<file path="config.mk">
export PLATFORM = sky130hd
export DESIGN_NAME = write_controller_flat
export DESIGN_NICKNAME = d
export VERILOG_FILES = /design/src/rtl/wr_ctrl_pkg.sv /design/src/rtl/write_controller_if.sv /design/src/rtl/wr_ctrl_timer.sv /design/src/rtl/write_controller.sv /design/src/flat_wrapper.sv
export SDC_FILE = /design/constraint.sdc
export NUM_CORES = 1
export LEC_CHECK = 0
export ABC_AREA = 1
export BUFFER_PORTS_ARGS = -buffer_cell sky130_fd_sc_hd__buf_4
export CAP_MARGIN = 25
export CORE_UTILIZATION = 58
export DETAILED_ROUTE_END_ITERATION = 8
export PLACE_DENSITY = 0.83
export SYNTH_ARGS = -nofsm -noshare
export SYNTH_HDL_FRONTEND = slang
export SYNTH_HIERARCHICAL = 1
export SYNTH_SLANG_ARGS = --single-unit
</file>
<file path="constraint.sdc">
create_clock -name clk -period 2.5 [get_ports clk]
set_input_delay 0.5 -clock clk [delete_from_list [all_inputs] [get_ports clk]]
set_output_delay 0.5 -clock clk [all_outputs]
set_load 0.01 [all_outputs]
</file>
<file path="src/rtl/wr_ctrl_pkg.sv">
// Shared types for the ADC-to-FIFO write controller: one-hot FSM state and frame counter width.
package wr_ctrl_pkg;

    typedef enum logic [4:0] {
        FIFO_RST = 5'b00001,
        SETTLE   = 5'b00010,
        IDLE     = 5'b00100,
        CAPTURE  = 5'b01000,
        DRAIN    = 5'b10000
    } wr_state_t;

    localparam int FRAME_CNT_W = 16;

endpackage

</file>
<file path="src/rtl/write_controller_if.sv">
// FIFO write-side bundle between the write controller (master) and the ADC/FIFO side (slave).
// Handshake: a sample is accepted by the FIFO in exactly the cycle where wr_en=1; wr_en is only
// ever raised when adc_valid=1 and full=0, so there is no backpressure beyond the full flag.
interface write_controller_if;
    logic adc_valid;
    logic full;
    logic empty;
    logic fifo_rst;
    logic wr_en;

    modport master (input adc_valid, full, empty, output fifo_rst, wr_en);
    modport slave  (output adc_valid, full, empty, input fifo_rst, wr_en);
endinterface

</file>
<file path="src/rtl/wr_ctrl_timer.sv">
// Loadable down-counter. o_done pulses in the cycle the count reaches 1; o_busy is high while nonzero.
module wr_ctrl_timer #(
    parameter int W = 6
) (
    input  logic         clk,
    input  logic         rstn,
    input  logic         i_load,
    input  logic [W-1:0] i_value,
    output logic         o_busy,
    output logic         o_done
);

    logic [W-1:0] r_cnt;

    always_ff @(posedge clk or negedge rstn) begin
        if (!rstn) begin
            r_cnt <= '0;
        end else if (i_load) begin
            r_cnt <= i_value;
        end else if (r_cnt != '0) begin
            r_cnt <= r_cnt - W'(1);
        end
    end

    assign o_busy = (r_cnt != '0);
    assign o_done = (r_cnt == W'(1));

endmodule

</file>
<file path="src/rtl/write_controller.sv">
// Write-side controller for the ADC sample FIFO: reset/settle the FIFO, write one frame, wait for drain.
// Optional external trigger arming is enabled with the WRITE_CTRL_EXT_TRIGGER_EN macro.
module write_controller
    import wr_ctrl_pkg::*;
#(
    parameter int RST_CYCLES    = 8,
    parameter int SETTLE_CYCLES = 32,
    parameter int FRAME_LEN     = 4096,
    parameter int CNT_W         = $clog2(FRAME_LEN + 1)
) (
    input  logic                   clk,
    input  logic                   rstn,
    input  logic                   enable,
`ifdef WRITE_CTRL_EXT_TRIGGER_EN
    input  logic                   trig,
`endif
    write_controller_if.master     bus,
    output logic                   capturing,
    output logic [FRAME_CNT_W-1:0] frame_cnt,
    output logic                   overflow,
    output wr_state_t              o_dbg_state
);

    localparam int TMR_MAX = (RST_CYCLES > SETTLE_CYCLES) ? RST_CYCLES : SETTLE_CYCLES;
    localparam int TMR_W   = $clog2(TMR_MAX + 1);

    wr_state_t              r_state;
    wr_state_t              w_state_nxt;
    logic                   r_fifo_rst;
    logic [CNT_W-1:0]       r_smp_cnt;
    logic [FRAME_CNT_W-1:0] r_frame_cnt;
    logic                   r_overflow;
    logic                   w_wr_en;
    logic                   w_start;
    logic                   w_frame_done;
    logic                   w_arm;
    logic                   w_tmr_load;
    logic [TMR_W-1:0]       w_tmr_value;
    logic                   w_tmr_busy;
    logic                   w_tmr_done;

`ifdef WRITE_CTRL_EXT_TRIGGER_EN
    logic r_trig_d;

    always_ff @(posedge clk or negedge rstn) begin
        if (!rstn) r_trig_d <= 1'b0;
        else       r_trig_d <= trig;
    end

    assign w_arm = trig & ~r_trig_d;
`else
    assign w_arm = 1'b1;
`endif

    // The timer reloads on the first cycle of each timed state (count is 0 there), so a load of
    // N-1 keeps the FSM in that state for exactly N cycles. RST_CYCLES and SETTLE_CYCLES must be >= 2.
    assign w_tmr_load  = ((r_state == FIFO_RST) || (r_state == SETTLE)) && !w_tmr_busy;
    assign w_tmr_value = (r_state == FIFO_RST) ? TMR_W'(RST_CYCLES - 1) : TMR_W'(SETTLE_CYCLES - 1);

    wr_ctrl_timer #(.W(TMR_W)) u_timer (
        .clk     (clk),
        .rstn    (rstn),
        .i_load  (w_tmr_load),
        .i_value (w_tmr_value),
        .o_busy  (w_tmr_busy),
        .o_done  (w_tmr_done)
    );

    always_ff @(posedge clk or negedge rstn) begin
        if (!rstn) r_state <= FIFO_RST;
        else       r_state <= w_state_nxt;
    end

    always_comb begin
        w_state_nxt  = r_state;
        w_wr_en      = 1'b0;
        w_start      = 1'b0;
        w_frame_done = 1'b0;
        case (r_state)
            FIFO_RST: if (w_tmr_done) w_state_nxt = SETTLE;
            SETTLE:   if (w_tmr_done) w_state_nxt = IDLE;
            IDLE: begin
                if (enable && bus.empty && w_arm) begin
                    w_state_nxt = CAPTURE;
                    w_start     = 1'b1;
                end
            end
            CAPTURE: begin
                w_wr_en = bus.adc_valid & ~bus.full;
                // full and the last write landing together still end the frame only once
                if (bus.full || (w_wr_en && (r_smp_cnt == CNT_W'(FRAME_LEN - 1)))) begin
                    w_state_nxt  = DRAIN;
                    w_frame_done = 1'b1;
                end
            end
            DRAIN:    if (bus.empty) w_state_nxt = IDLE;
            default:  w_state_nxt = FIFO_RST;
        endcase
    end

    always_ff @(posedge clk or negedge rstn) begin
        if (!rstn) begin
            r_fifo_rst  <= 1'b1;
            r_smp_cnt   <= '0;
            r_frame_cnt <= '0;
            r_overflow  <= 1'b0;
        end else begin
            r_fifo_rst <= (w_state_nxt == FIFO_RST);
            if (w_start)      r_smp_cnt <= '0;
            else if (w_wr_en) r_smp_cnt <= r_smp_cnt + CNT_W'(1);
            if (w_frame_done) r_frame_cnt <= r_frame_cnt + FRAME_CNT_W'(1);
            if ((r_state == CAPTURE) && bus.adc_valid && bus.full) r_overflow <= 1'b1;
        end
    end

    assign bus.fifo_rst = r_fifo_rst;
    assign bus.wr_en    = w_wr_en;
    assign capturing    = (r_state == CAPTURE);
    assign frame_cnt    = r_frame_cnt;
    assign overflow     = r_overflow;
    assign o_dbg_state  = r_state;

endmodule

</file>
<file path="src/flat_wrapper.sv">
// flat-port wrapper written by rule: the top's interface ports become plain ports
module write_controller_flat import wr_ctrl_pkg::*;
#(
    parameter int RST_CYCLES    = 8,
    parameter int SETTLE_CYCLES = 32,
    parameter int FRAME_LEN     = 4096,
    parameter int CNT_W         = $clog2(FRAME_LEN + 1)
)
  (clk, rstn, enable, capturing, frame_cnt, overflow, o_dbg_state, bus_adc_valid, bus_full, bus_empty, bus_fifo_rst, bus_wr_en);
  write_controller_if bus_i ();
  input  logic clk;
  input  logic rstn;
  input  logic enable;
  output logic capturing;
  output logic [FRAME_CNT_W-1:0] frame_cnt;
  output logic overflow;
  output wr_state_t o_dbg_state;
  input wire logic [$bits(bus_i.adc_valid)-1:0] bus_adc_valid;
  input wire logic [$bits(bus_i.full)-1:0] bus_full;
  input wire logic [$bits(bus_i.empty)-1:0] bus_empty;
  output wire logic [$bits(bus_i.fifo_rst)-1:0] bus_fifo_rst;
  output wire logic [$bits(bus_i.wr_en)-1:0] bus_wr_en;
  assign bus_i.adc_valid = bus_adc_valid;
  assign bus_i.full = bus_full;
  assign bus_i.empty = bus_empty;
  assign bus_fifo_rst = bus_i.fifo_rst;
  assign bus_wr_en = bus_i.wr_en;
  write_controller #(.RST_CYCLES(RST_CYCLES), .SETTLE_CYCLES(SETTLE_CYCLES), .FRAME_LEN(FRAME_LEN), .CNT_W(CNT_W)) u_core (.clk(clk), .rstn(rstn), .enable(enable), .bus(bus_i), .capturing(capturing), .frame_cnt(frame_cnt), .overflow(overflow), .o_dbg_state(o_dbg_state));
endmodule
</file>
# Word-level counts from Yosys, hierarchy flattened
# Cells that the tools add are included.
# W data, S select, Z words.
[totals]
elab_cells = 46
register_bits = 42
output_inout_bits = 25
inputBits = 6
[classes]
n_mux = 16
eq_ne = 8
addsub = 3
n_reduce_logical = 11
bitwise = 2
[ops]
columns = ["op", "n"]
rows = [
  ["$mux W5", 6],
  ["$mux W13", 2],
  ["$pmux W5 S5", 1],
  ["$add A16 B1 Y16 const B", 1],
  ["$add A13 B1 Y13 const B", 1],
  ["$eq A13 B12 Y1 const B", 1],
  ["$mux W6", 2],
  ["$eq A5 B1 Y1 const B", 2],
  ["$eq A6 B1 Y1 const B", 1],
  ["$reduce_bool A6 Y1", 1],
  ["$sub A6 B1 Y6 const B", 1],
  ["$eq A5 B2 Y1 const B", 1],
  ["$eq A5 B3 Y1 const B", 1],
  ["$eq A5 B4 Y1 const B", 1],
  ["$eq A5 B5 Y1 const B", 1],
  ["$logic_and A1 B1 Y1", 5],
  ["$mux W1", 5],
  ["$reduce_bool A2 Y1", 2],
  ["$logic_or A1 B1 Y1", 2],
  ["$and A1 B1 Y1", 1],
  ["$logic_not A1 Y1", 1],
  ["$not A1 Y1", 1],
]

# Longest topological paths before layout
# Gate-level depths: netlist of the first run.
[logic_depth]
word_depth = 7
depth_mapped = 10
depth_no_buf = 10

# By module
# Netlist of the first run, hierarchy kept.
[by_module_without_submodules]
columns = ["mod", "area_each_um2", "seq_area_each_um2", "cells_each", "instances"]
rows = [
  ["write_controller", 2212.1, 903.4, 295, 1],
  ["wr_ctrl_timer", 409.1, 150.1, 55, 1],
]

# Worst setup path before layout of the first run
# No wires, ideal clock.
[synth_timing]
kind = "reg-to-reg"
from = "reg u_core.r_state[2], in the netlist u_core/o_dbg_state[2]"
to = "reg u_core.u_timer.r_cnt[0]"
slack_ps = 649
stages_incl_launch_ff = 9
arrival_time_ps = 1730
setup_ps = 121
synth_period_minus_slack_ps = 1851
t_required_ps = 2379
path_buffers = 0
path_cell_list = "dfrtp_1 nor2_1 nand4_1 a21oi_1 inv_1 nand2_1 inv_2 nand2_1 nand3_2"
[synth_via]
elab_chain_cells = 4
elab_cells_between_ends = 6
classes_between = "2 x eq/ne; 1 x mux; 3 x reduce/logical"
[synth_lines]
columns = ["item", "line", "rtl"]
rows = [
  ["from (decl)", "write_controller.sv:27", "wr_state_t r_state;"],
  ["from (signal assigned)", "write_controller.sv:71", "else r_state <= w_state_nxt;"],
  ["$eq A5 B1 Y1 / $eq A5 B2 Y1 (equally long branches)", "write_controller.sv:57", "assign w_tmr_load = ((r_state == FIFO_RST) || (r_state == SETTLE)) && !w_tmr_busy;"],
  ["$logic_or A1 B1 Y1 (*)", "write_controller.sv:57", ""],
  ["$logic_and A1 B1 Y1 (*)", "write_controller.sv:57", ""],
  ["named net u_core.w_tmr_load", "write_controller.sv:37", "logic w_tmr_load;"],
  ["$mux W6 / $reduce_bool A2 Y1 (equally long branches)", "-", ""],
  ["to (signal assigned)", "wr_ctrl_timer.sv:19", "r_cnt <= i_value;"],
  ["to (signal assigned)", "wr_ctrl_timer.sv:21", "r_cnt <= r_cnt - W'(1);"],
  ["to (decl)", "wr_ctrl_timer.sv:13", "logic [W-1:0] r_cnt;"],
]
# Mark *: on every way through the listed nets, which the timed path passes. The rest lies on a longest branch.
# A chain may end at the register's enable or synchronous reset.

# Worst setup path in the final report of the first run
# Ends and elaborated chain as after synthesis.

==> results of run 1 <==
-- kinds of logic after synthesis --
kind of cell	after synthesis	share of synthesized area, %
fa+ha+maj	4	1.91
flops	42	40.2
other cells	2	0.287
mux	1	0.382
xor+xnor	13	4.34
buf+inv	39	6.73
simple gates	228	41.5
compound gates	21	4.63
-- through the flow --
| stage | area (sq um) | setup slack (ns) | util (%) | instances |
|---|---|---|---|---|
| 2_1_floorplan | 2630 | 0.649 | - | 352 |
| 3_3_place_gp | 2890 | 0.524 | 66.4 | 431 |
| 3_5_place_dp | 2890 | 0.455 | 66.4 | 431 |
| 4_1_cts | 2980 | 0.431 | 68.4 | 439 |
| 5_1_grt | 2980 | 0.140 | 68.4 | 439 |
| 6_report | 2980 | 0.383 | 68.4 | 439 |
-- worst min path at each step --
stage	from	endpoint	slack [ns]	cells past startpoint
6_report	rstn	u_core/r_smp_cnt[2]$_DFFE_PN0P_	0.17	1
5_1_grt	rstn	u_core/r_smp_cnt[2]$_DFFE_PN0P_	0.22	1
4_1_cts	rstn	u_core/r_smp_cnt[2]$_DFFE_PN0P_	0.20	1
3_5_place_dp	u_core/overflow$_DFFE_PN0P_	u_core/overflow$_DFFE_PN0P_	0.46	1
3_3_place_gp	u_core/overflow$_DFFE_PN0P_	u_core/overflow$_DFFE_PN0P_	0.45	1
2_1_floorplan	rstn	u_core/frame_cnt[0]$_DFFE_PN0P_	0.20	0
-- layout make-up --
class,instances,area share [%]
multi-input combinational,271,46.9
tap,52,2.18
timing repair buffer,33,8.31
clock buffer,7,2.90
sequential,42,35.3
inverter,33,4.16
clock inverter,1,0.168
-- registers in the layout (all words and copies together) (netlist names) --
| name | flops |
|---|---|
| u_core/bus.fifo_rst | 1 |
| u_core/frame_cnt | 16 |
| u_core/o_dbg_state | 5 |
| u_core/overflow | 1 |
| u_core/r_smp_cnt | 13 |
| u_core/u_timer/r_cnt | 6 |
-- cells in the final DEF (no fill, tap or decap), drive strengths merged --
master / netlist / layout
nand2: 120 / 120
nor2: 45 / 45
nand3: 43 / 43
dfrtp: 40 / 40
buf: 5 / 33
inv: 33 / 33
nand4: 18 / 18
o21ai: 9 / 9
xnor2: 8 / 8
a21oi: 7 / 7
clkbuf: 1 / 7
xor2: 5 / 5
ha: 4 / 4
conb: 2 / 4
o22ai: 2 / 2
dfstp: 2 / 2
clkinv: 0 / 1
mux2i: 1 / 1
o221ai: 1 / 1
a31o: 1 / 1
o21bai: 1 / 1
nor3: 1 / 1
and3: 1 / 1
-- critical path, cell delays in order (launching register included) --
cell,delay (ns)
dfrtp_1,0.41
nor2_1,0.24
nand4_1,0.29
a21oi_1,0.56
inv_1,0.20
nand2_1,0.13
inv_2,0.05
nand2_1,0.07
nand3_2,0.05
-- metal layers --
metal  vias to the layer above  wire (um)  global-route usage, %
met4                         0        101                   11.8
met3                        10        365                   4.65
met5                         -          0                      0
li1                       1208          -                      -
met2                        86       2780                   40.9
met1                      1119       2580                   33.0
-- report_power, final --
group | total (W) | switching [W] | internal, W
Sequential | 0.000821 | 0.0000629 | 0.000758
Combinational | 0.000435 | 0.000273 | 0.000163
Clock | 0.000454 | 0.000231 | 0.000223
==> qor.yml, run 1 <==
sta:
  final-setup-viol-count: 0
  period_needed_ns: 2.12
  hold_viol: 0
  clock_skew_ns: 0.00519
  holdWs_ns: 0.175
  rsz0062_at_grt: "false"
  period_share_pct: 84.7
  max_slew_margin_pct: 61.2
  max_slew.worst_pin.slew_ns: 0.582
  report.final.slew_viol_count: 0
  tns_ns: 0
  fmax_ghz: 0.472
setup_path:
  r2r_cells: 8
  cp-start-kind: "register"
  endpoint: "u_core/u_timer/r_cnt[0]$_DFFE_PN0P_"
  crit_fanout: 7
  critical_path.endpoint_type: "register"
  cp-startpoint: "u_core/o_dbg_state[2]$_DFF_PN0_"
  worst-setup-path-type: "register to register"
  critical_path_required_ns: 2.69
  cp.arrival_ns: 2.30
  reg2reg_to: "u_core/u_timer/r_cnt[0]$_DFFE_PN0P_"
  r2r_start: "u_core/o_dbg_state[2]$_DFF_PN0_"
  r2r_setup_slack_ns: 0.38
route:
  vias: 2423
  drt-total-wl_mm: 5.82
  vias_per_cell: 5.52
  ant_nets: 0
  drt_iter0_drc: 187
  drc: 0
  dr.pass1.iters: 5
  wl_per_cell_um: 13.3
clocking:
  cts_setup_buffers: 0
  hold_buffers: 0
  clock-sinks: 42
  cts_tree: "yes"
  cts_buffer_depth: 2
  root_buffer: "clkbuf_8"
  ctsResizeCount: 0
  clk_latency_ns: 0.30
  numCtsBuffers: 5
  clkTransAtPathRegs_ns: 0.08
  htreeDepth: 2
synthesis:
  yosysUniqueCellTypes: 34
  yosys_warnings: 6
  synthArstFlopShare_pct: 100
  synth.cell_area_sq_mm: 0.00262
  synth_area_leaders: "dfrtp_1 38%, nand2_1 15%, nand3_1 7.8%, nor2_1 5.4%, inv_1 4.6%"
  netlist_instances: 350
  yosysTopAreaCellShare_pct: 38.2
  yosysMostFrequentCell: "nand2_1"
  synth_top_area_cell: "dfrtp_1"
  synth_flop_cell: "dfrtp_1"
  synth-seq-cells: 42
  avgSynthCellArea_sq_um: 7.49
  synth-seq-area-share_pct: 40.2
  synth_commonest_cells: "108 x nand2_1, 41 x nand3_1, 40 x dfrtp_1, 38 x nor2_1, 32 x inv_1"
  synth_edf_count: 0
die:
  start_util_pct: 60.2
  core_sq_mm: 0.00435
  rows: 24
  die_w_um: 69.2
  ioPinCount: 31
  die_h_um: 69.2
  dieArea_sq_mm: 0.00479
placed_design:
  gp_congestion: 0.948
  numPortBuffers: 30
  dp_hpwl_mm: 4.23
pwr:
  p_leak_nw: 1.50
  power_density_mw_per_mm2: 574
  peakVddDrop_v: 0.000579
  total_power_w: 0.00171
hold_path:
  min_path_type: "primary input to async pin"
global_routing:
  grt_pass1_vias: 2200
  grt_antenna_before_repair: 0
  grt_remaining_overflow: 0
  grt_max_degree: 43
  grt_usage_pct: 25.3
  grt_pass1_wl_mm: 9.76
cells_and_area:
  multiInputGateArea_sq_mm: 0.00140
  drive_gt1_share_pct: 17.8
  fin_nets: 396
  n_antenna_cell: 0
  synthToLayoutAreaGrowth_pct: 13.7
  regArea_sq_mm: 0.00105
  nFillCells: 360
run_status:
  run_status: "finished clean"
job:
  cap_violations: 0
Power figures use the tool's default switching activity.
==> run 2, diff against run 1 <==
- CORE_UTILIZATION: 58 -> 53
- PLACE_DENSITY: 0.83 -> 0.8
- clock period: 2.5 -> 1.7 ns (I/O delays scaled with it)
==> qor.yml, run 2 (same netlist as run 1, synthesis figures left out) <==
run_status:
  run_status: "finished clean"
setup_path:
  r2r_start: "u_core/u_timer/r_cnt[0]$_DFFE_PN0P_"
  crit_fanout: 6  # -1
  critical_path_required_ns: 1.36  # -1.33 ns
  worst-setup-path-type: "register to output port"
  critical_path.endpoint_type: "output port"
  crit_chain: "buf_4 > nand4_4 > inv_2 > buf_4"
  slowest_stage: "dfrtp_1"
  cp.arrival_ns: 1.30  # -1.00 ns
  slowest_delay_ns: 0.41  # -0.15 ns
  cp-start-kind: "register"
  timing.critical_path.mode_cell: "buf_4"
  cp-startpoint: "u_core/o_dbg_state[3]$_DFF_PN0_"
  crit_buf_inv: 3  # +1
  cp_top_family: "buffers and inverters"
clocking:
  cts_buffer_depth: 2  # unchanged
  numCtsBuffers: 5  # unchanged
  clock-sinks: 42  # unchanged
  cts_tree: "yes"
  root_buffer: "clkbuf_8"
  clkTransAtPathRegs_ns: 0.08  # about the same
  clk_latency_ns: 0.30  # about the same
  htreeDepth: 2  # unchanged
pwr:
  p_int_w: 0.00176  # +54%
  clockPowerShare_pct: 25.6  # -0.9 points
  power_density_mw_per_mm2: 832  # +45%
  seq_power_share_pct: 46.1  # -1.9 points
  swShare_pct: 33.4  # +0.28 points
  comb_power_share_pct: 28.2  # +2.7 points
  peakVddDrop_v: 0.000616  # +6.4%
  p_leak_nw: 1.58  # +5.5%
  p_sw_w: 0.000881  # +55%
  total_power_w: 0.00264  # +54%
route:
  drt-total-wl_mm: 5.89  # +1.1%
  vias: 2427  # +0.17%
  dr.pass1.iters: 4  # -1
  wl_per_cell_um: 12.5  # -5.6%
  drt_iter0_drc: 226  # +21%
  vias_per_cell: 5.16  # -6.4%
  drc: 0  # unchanged
  ant_nets: 0  # unchanged
placed_design:
  placed_area_sq_mm: 0.00301  # +4.2%
  dp_hpwl_mm: 4.20  # -0.83%
  numPortBuffers: 30  # unchanged
  gp_congestion: 0.909  # -4.1%
sta:
  max_slew.worst_pin.slew_ns: 0.540  # -0.0419 ns
  final-setup-viol-count: 0  # unchanged
  report.final.slew_viol_count: 0  # unchanged
  max_slew_margin_pct: 64.0  # +2.8 points
  clock_skew_ns: 0.00367  # -0.00152 ns
  period_share_pct: 96.7
  hold_viol: 0  # unchanged
  period_needed_ns: 1.64
  fmax_ghz: 0.608
cells_and_area:
  finish.instance_area_sq_mm: 0.00317  # +6.3%
  fin_nets: 412  # +4.0%
  drive_gt1_share_pct: 23.3  # +5.5 points
  n_antenna_cell: 0  # unchanged
  final_cell_mix: "108 x nand2_1, 49 x buf_4, 40 x nand3_1"
  largest_reg_flops: 16  # unchanged
  synthToLayoutAreaGrowth_pct: 20.9
  final_common_cell: "nand2_1"
global_routing:
  grt_remaining_overflow: 0  # unchanged
  grt_max_degree: 43  # unchanged
  grt_usage_pct: 24.5  # -0.79 points
  grt_pass1_vias: 2231  # +1.4%
  grt_pass1_wl_mm: 10.0  # +2.4%
  grt_antenna_before_repair: 0  # unchanged
die:
  die_w_um: 72.3  # +4.5%
  ioPinCount: 31  # unchanged
  dieArea_sq_mm: 0.00523  # +9.2%
  core_sq_mm: 0.00475  # +9.2%
  start_util_pct: 55.1  # -5.1 points
  rows: 25  # +4.2%
  die_h_um: 72.3  # +4.5%
hold_path:
  min_path_type: "primary input to async pin"
job:
  cap_violations: 0  # unchanged
run 2: final cells by class:
class	instances	area [sq um]
Timing Repair Buffer	49	368
Clock inverter	1	5.00
Fill cell	423	1590
Multi-Input combinational cell	271	1450
Sequential cell	42	1050
Clock buffer	7	86.3
Inverter	33	124
Tap cell	67	83.8
run 2: worst paths after layout:
check | endpoint | slack [ns] | cells past startpoint
min in group clk | u_core/o_dbg_state[4]$_DFF_PN0_ | 0.24 | 2
max reg2reg | u_core/u_timer/r_cnt[0]$_DFFE_PN0P_ | 0.14 | 9
max in group asynchronous | u_core/o_dbg_state[2]$_DFF_PN0_ | 1.29 | 1
min reg2reg | u_core/overflow$_DFFE_PN0P_ | 0.50 | 1
max | capturing | 0.06 | 4
min | u_core/r_smp_cnt[8]$_DFFE_PN0P_ | 0.02 | 1
run 2: worst register-to-register path: stages, from the launching register on:
cell     delay [ns]
dfrtp_1        0.43
inv_1          0.13
ha_2           0.22
nand3_4        0.11
a21oi_4        0.19
inv_1          0.12
nand2_1        0.10
inv_2          0.04
nand2_1        0.06
nand3_2        0.05
run 2: through the flow:
stage / instances / hold slack, ns / setup TNS (ns) / util [%] / setup slack (ns)
detailed placement: 458 / 0.372 / 0 / 63.3 / 0.121
finish: 470 / 0.0168 / 0 / 66.6 / 0.0563
global route: 470 / 0.0657 / -0.00619 / 66.6 / -0.00619
CTS: 466 / 0.0396 / 0 / 65.6 / 0.0291
global placement: 458 / 0.367 / 0 / 63.3 / 0.174
floorplan: 352 / 0.0444 / 0 / - / 0.0565
run 2: power groups by stage:
stage / Clock [W] / Combinational [W] / Sequential (W)
after global placement: 0 / 0.000683 / 0.00123
after floorplan: 0 / 0.000481 / 0.00122
after global routing: 0.000741 / 0.000850 / 0.00123
after CTS: 0.000704 / 0.000712 / 0.00121
final: 0.000676 / 0.000745 / 0.00122
after detailed placement: 0 / 0.000699 / 0.00123
run 2: layer usage:
| metal | vias up | part of all wire, % | wire length, um | global-route usage, % |
|---|---|---|---|---|
| met5 | - | 0 | 0 | 0 |
| met1 | 1139 | 49 | 2860 | 32.8 |
| met4 | 0 | 1.4 | 85 | 8.50 |
| met3 | 8 | 3.6 | 212 | 4.72 |
| met2 | 46 | 46 | 2730 | 39.9 |
| li1 | 1234 | - | - | - |
run 2: what timing repair did:
item / CTS / global route
endpoints found under the hold margin: 0 / 0
hold buffers: 0 / 0
setup endpoints to repair: 2 / 10
gates resized for setup: 5 / 7
pin swaps: 0 / 3
buffers inserted: 0 / 4
